**config.mk**
```make
export PLATFORM = sky130hd
export DESIGN_NAME = regfile_mp
export DESIGN_NICKNAME = d
export VERILOG_FILES = /design/src/rtl/regfile_mp_pkg.sv /design/src/rtl/regfile_mp_scoreboard.sv /design/src/rtl/regfile_mp.sv
export SDC_FILE = /design/constraint.sdc
export NUM_CORES = 2
export LEC_CHECK = 0
export BUFFER_PORTS_ARGS = -buffer_cell sky130_fd_sc_hd__buf_2
export CAP_MARGIN = 15
export CORE_ASPECT_RATIO = 1.1
export CORE_MARGIN = 2
export CORE_UTILIZATION = 40
export CTS_CLUSTER_SIZE = 25
export DETAILED_ROUTE_END_ITERATION = 7
export PLACE_DENSITY_LB_ADDON = 0.1
export RECOVER_POWER = 100
export SYNTH_ARGS = -nofsm -noshare
export SYNTH_HDL_FRONTEND = slang
export SYNTH_SLANG_ARGS = --single-unit
```
**constraint.sdc**
```tcl
create_clock -name clk -period 6.3 [get_ports clk]
set_clock_uncertainty 0.1 [all_clocks]
set_input_delay 1.26 -clock clk [delete_from_list [all_inputs] [get_ports clk]]
set_output_delay 1.26 -clock clk [all_outputs]
set_load 0.01 [all_outputs]
```
**src/rtl/regfile_mp_pkg.sv**
```systemverilog
// Shared defaults and clear/ready state encoding for the multi-port register file.
package regfile_mp_pkg;

    localparam int unsigned RF_DATA_WIDTH = 64;
    localparam int unsigned RF_ADDR_BITS  = 5;
    localparam int unsigned RF_NUM_READ   = 2;

    typedef enum logic {
        RF_CLEAR = 1'b0,
        RF_READY = 1'b1
    } rf_state_e;

endpackage

```
**src/rtl/regfile_mp_scoreboard.sv**
```systemverilog
// Per-register busy bits: issue sets, writeback clears, set wins; bit 0 never busy.
module regfile_scoreboard
    import regfile_mp_pkg::*;
#(
    parameter int unsigned ADDR_BITS = RF_ADDR_BITS
) (
    input  logic                      clk,
    input  logic                      reset,
    input  logic                      set_en,
    input  logic [ADDR_BITS-1:0]      set_addr,
    input  logic                      clr_en,
    input  logic [ADDR_BITS-1:0]      clr_addr,
    output logic [(2**ADDR_BITS)-1:0] busy
);

    localparam int unsigned DEPTH = 2**ADDR_BITS;

    always_ff @(posedge clk) begin
        if (reset) begin
            busy <= '0;
        end else begin
            busy[0] <= 1'b0;
            for (int j = 1; j < DEPTH; j++) begin
                if (set_en && set_addr == ADDR_BITS'(j)) begin
                    busy[j] <= 1'b1;
                end else if (clr_en && clr_addr == ADDR_BITS'(j)) begin
                    busy[j] <= 1'b0;
                end
            end
        end
    end

endmodule

```
**src/rtl/regfile_mp.sv**
```systemverilog
// Multi-read-port register file with hardware clear, write-to-read bypass and busy scoreboard.
module regfile_mp
    import regfile_mp_pkg::*;
#(
    parameter int unsigned DATA_WIDTH = RF_DATA_WIDTH,
    parameter int unsigned ADDR_BITS  = RF_ADDR_BITS,
    parameter int unsigned NUM_READ   = RF_NUM_READ
) (
    input  logic                           clk,
    input  logic                           reset,
    output logic                           ready,
    input  logic [NUM_READ*ADDR_BITS-1:0]  rd_addr,
    output logic [NUM_READ*DATA_WIDTH-1:0] rd_data,
    output logic [NUM_READ-1:0]            rd_busy,
    input  logic                           wr_en,
    input  logic [ADDR_BITS-1:0]           wr_addr,
    input  logic [DATA_WIDTH-1:0]          wr_data,
    input  logic                           iss_en,
    input  logic [ADDR_BITS-1:0]           iss_addr
);

    localparam int unsigned DEPTH = 2**ADDR_BITS;
    localparam logic [ADDR_BITS-1:0] LAST_ADDR = ADDR_BITS'(DEPTH - 1);

    rf_state_e              state_q, state_d;
    logic [ADDR_BITS-1:0]   clr_ptr_q, clr_ptr_d;
    logic                   clr_we;
    logic                   rf_ready;
    logic                   wr_fire;
    logic                   iss_fire;
    logic [DATA_WIDTH-1:0]  regs [DEPTH];
    logic [DEPTH-1:0]       busy;

    assign rf_ready = (state_q == RF_READY);
    assign wr_fire  = rf_ready && wr_en && (wr_addr != '0);
    assign iss_fire = rf_ready && iss_en && (iss_addr != '0);

    // Clear sequence walks r1..r(DEPTH-1) once, then holds in READY.
    always_comb begin
        state_d   = state_q;
        clr_ptr_d = clr_ptr_q;
        clr_we    = 1'b0;
        case (state_q)
            RF_CLEAR: begin
                clr_we    = 1'b1;
                clr_ptr_d = clr_ptr_q + ADDR_BITS'(1);
                if (clr_ptr_q == LAST_ADDR) begin
                    state_d = RF_READY;
                end
            end
            RF_READY: begin
                state_d = RF_READY;
            end
            default: begin
                state_d = RF_CLEAR;
            end
        endcase
    end

    always_ff @(posedge clk) begin
        if (reset) begin
            state_q   <= RF_CLEAR;
            clr_ptr_q <= ADDR_BITS'(1);
            ready     <= 1'b0;
        end else begin
            state_q   <= state_d;
            clr_ptr_q <= clr_ptr_d;
            ready     <= (state_d == RF_READY);
        end
    end

    // Storage has no reset; the clear walk defines every readable entry.
    always_ff @(posedge clk) begin
        if (clr_we) begin
            regs[clr_ptr_q] <= '0;
        end else if (wr_fire) begin
            regs[wr_addr] <= wr_data;
        end
    end

    regfile_scoreboard #(
        .ADDR_BITS (ADDR_BITS)
    ) u_scoreboard (
        .clk      (clk),
        .reset    (reset),
        .set_en   (iss_fire),
        .set_addr (iss_addr),
        .clr_en   (wr_fire),
        .clr_addr (wr_addr),
        .busy     (busy)
    );

    for (genvar i = 0; i < NUM_READ; i++) begin : g_rd
        logic [ADDR_BITS-1:0] addr;
        logic                 hit;

        assign addr = rd_addr[i*ADDR_BITS +: ADDR_BITS];
        assign hit  = wr_fire && (wr_addr == addr);

        // Outputs forced quiet while clearing; busy is already zero then.
        assign rd_data[i*DATA_WIDTH +: DATA_WIDTH] =
            !rf_ready      ? '0      :
            hit            ? wr_data :
            (addr == '0)   ? '0      : regs[addr];
        assign rd_busy[i] = rf_ready && busy[addr] && !hit;
    end

endmodule

```
==> summary.txt <==
Status
  • Status: complete, but fails checks
  • Violated checks: max-capacitance violations, max-slew violations

Pwr
  • Power Density: 277 nW/um^2
  • VDD IR max: around 330 uV
  • Leakage: 32.5 nW

STA
  • Final setup TNS: 0 ps
  • Relative slew slack: -1.32
  • RSZ-0062 raised after global routing: false
  • Fin crit share: 0.939
  • Fin crit period: 5910 ps
  • Max-slew violation count: 1705
  • Setup violators final: 0
  • FMAX: about 170 MHz
  • Setup ws final: between 300 and 400 ps
  • Worst-Margin Slew: approximately 3500 ps
  • Hold Fails Final Rpt: 0

Drt
  • Drc violations: 0
  • DR iter-0 viols: approximately 5.7k
  • Drt first pass iters: 5
  • WL final: between 300000 and 400000 um
  • Vias: roughly 55k
  • WL/cell: around 37 um
  • Antenna viol nets, final: 0
  • Vias per cell: approximately 6.4

Clock network
  • Clock Latency Late Sink: 860 ps
  • Clock Tree Buf Depth: 3
  • Clock slew at reported path FFs: 60 ps
  • CTS Sinks: around 2.1k
  • CTS tree: yes
  • Total setup buffers inserted after CTS: 0
  • Root Buffer: clkbuf_16
  • Cts repair resizes: 0
  • Total CTS buffers: around 220
  • CTS HTree Levels: 4
  • # hold bufs at CTS: 0

Global route
  • Vias in the first global route: around 56k
  • Largest net degree at the start of global routing: 66
  • Initial antenna violation count: 15
  • Busiest layer in global routing: met2
  • Met3 Use GR: 0.0442
  • First-pass GRT wire length: 444000 um
  • Met1 usage: 0.354
  • Routing usage on met2: 0.423
  • GRT Total Usage: 0.257
  • Gr ovfl total: 0

Logic synthesis
  • Async S/R FF share, synth: 0
  • Syn_nets: roughly 5.0k
  • Count of cell types in the netlist: 48
  • Avg Cell Area, Syn: 19.7 um^2
  • Synth cell count leaders: edfxtp_1 (2048), mux4_2 (1040), a22o_1 (256)
  • Register area share after synthesis: 0.638
  • EDFF count, synth: between 2k and 2.5k
  • Ys flop type: edfxtp_1
  • Top-count cell post-synth: edfxtp_1
  • Cell area after synthesis: around 98000 um^2
  • Top-area cell type share of the netlist area: 0.631
  • Post-synthesis cell count: 4940
  • Warnings, synthesis: 0
  • Synth area leader: edfxtp_1
  • Dominant cells by area after synthesis: edfxtp_1 (63%), mux4_2 (24%), a22o_1 (2.3%)
  • Number of synthesized register bits: roughly 2.1k

Worst setup path
  • WP buf/inv: 3
  • CP Max Fanout: 17
  • Critical path depth: 8
  • Reg2Reg Depth: 6
  • Worst Path Required: just under 5000 ps
  • WS Path Type: input pin to primary output
  • Worst path most repeated cell: clkbuf_1
  • Element type at the critical path end: primary output
  • Startpoint types: input pin
  • CP delay by family, top: compound AO/OA/AOI/OAI gates
  • Critical path arrival: ~4600 ps
  • Cell Chain, Critical Path: clkbuf_1 -> nor3_1 -> a21oi_4 -> a41oi_1 -> clkbuf_2 -> o211ai_1 -> o221ai_1 -> clkbuf_1
  • Slowest-stage cell, CP: a21oi_4
  • Crit path largest cell delay: between 800 and 900 ps

Flow run
  • Maxcap violations: 57

Layout
  • Area Growth Syn to Fin: 12.7%
  • Post-layout nets: roughly 5.3k
  • Proportion of layout cells with a drive suffix above 1: 0.337

Worst hold path
  • Hold Path Stages: 2
  • Worst Hold Class: flop to flop

Place
  • Pre-CTS setup slack: ~760 ps
  • DP Wirelength: 173000 um
  • PortBufs: between 200 and 250
  • Gpl congestion: roughly 0.8

Floorplanning
  • Io pins: 219
  • Die area: 248000 um^2
  • Rows: between 150 and 200
  • Initial Utilization: 0.401
  • Die width: 475 um
  • CORE AREA: roughly 240000 um^2
  • Die H: between 500 and 600 um
-- final cells by class --
| cell class | instances | area (um^2) |
|---|---|---|
| well taps | 3264 | 4080 |
| inverters | 67 | 251 |
| repair buffers | 431 | 3150 |
| clock buffers | 273 | 5770 |
| diodes | 4 | 10.0 |
| fillers | 21000 | 133000 |
| multi-input cells | 2383 | 33300 |
| clock inverters | 125 | 1180 |
| flip-flops and latches | 2085 | 62200 |
-- kinds of logic after synthesis --
group,count (synthesis),synth area share
flip-flops,2085,0.638
multiplexers,1304,0.269
AO/OA/AOI/OAI,599,0.0498
buffers and inverters,472,0.0227
AND/OR/NAND/NOR,466,0.0191
XOR/XNOR,12,0.00108
adder cells (fa/ha/maj),2,0.000257
-- state kept, by name (all words and copies together), names as in the netlist --
signal and flops:
regs 2048, rf_ready 1, u_scoreboard.busy 31, clr_ptr_q 5
-- where the power goes --
group	total, mW	switching, mW	internal (mW)
Sequential	15.4	0.0958	15.3
Combinational	2.29	1.33	0.958
Clock	12.7	5.58	7.17
-- layout by cell type, fill, tap and decap left out, types with 39 or more instances in the layout --
master / count
a22o_1: 256
buf_12: 59
buf_2: 117
buf_4: 80
clkbuf_1: 176
clkbuf_16: 223
clkbuf_2: 39
clkinv_1: 47
clkinv_2: 41
edfxtp_1: 2048
inv_1: 67
mux2_2: 130
mux2i_1: 134
mux4_2: 1040
nand2_1: 240
nor2_1: 167
o211ai_1: 128
o221ai_1: 128
-- path summary, 6_finish.rpt --
path	endpoint	from	slack [ps]
worst max-delay path	rd_data[118]	wr_addr[4]	390
worst min-delay path	u_scoreboard.busy[10]	u_scoreboard.busy[10]	380
worst max register to register	regs[18][26]	rf_ready	610
worst min register to register	u_scoreboard.busy[10]	u_scoreboard.busy[10]	380
-- worst register-to-register path: cells and delay by family, from the launching register on --
family,cells,cell delay (ps)
AND/OR/NAND/NOR,3,1870
buffers and inverters,2,2640
AO/OA/AOI/OAI,1,230
flip-flops,1,330
-- per-layer routing --
| layer | vias to the layer above | wire length, um |
|---|---|---|
| met4 | 4 | 8660 |
| met3 | 494 | 22500 |
| met2 | 2301 | 156000 |
| met1 | 30300 | 132000 |
| li1 | 21900 | - |
| met5 | - | 21 |
-- stage by stage --
stage	power (mW)	cell area, um^2	cells	hold WS, ps	util
after floorplan	17.2	97500	4940	360	-
after global placement	18.0	104000	8230	372	0.427
after detailed placement	18.0	104000	8230	378	0.427
after CTS	30.7	111000	8628	386	0.456
after global routing	31.4	110000	8631	406	0.453
final	30.4	110000	8632	385	0.453
Power figures use the tool's default switching activity.
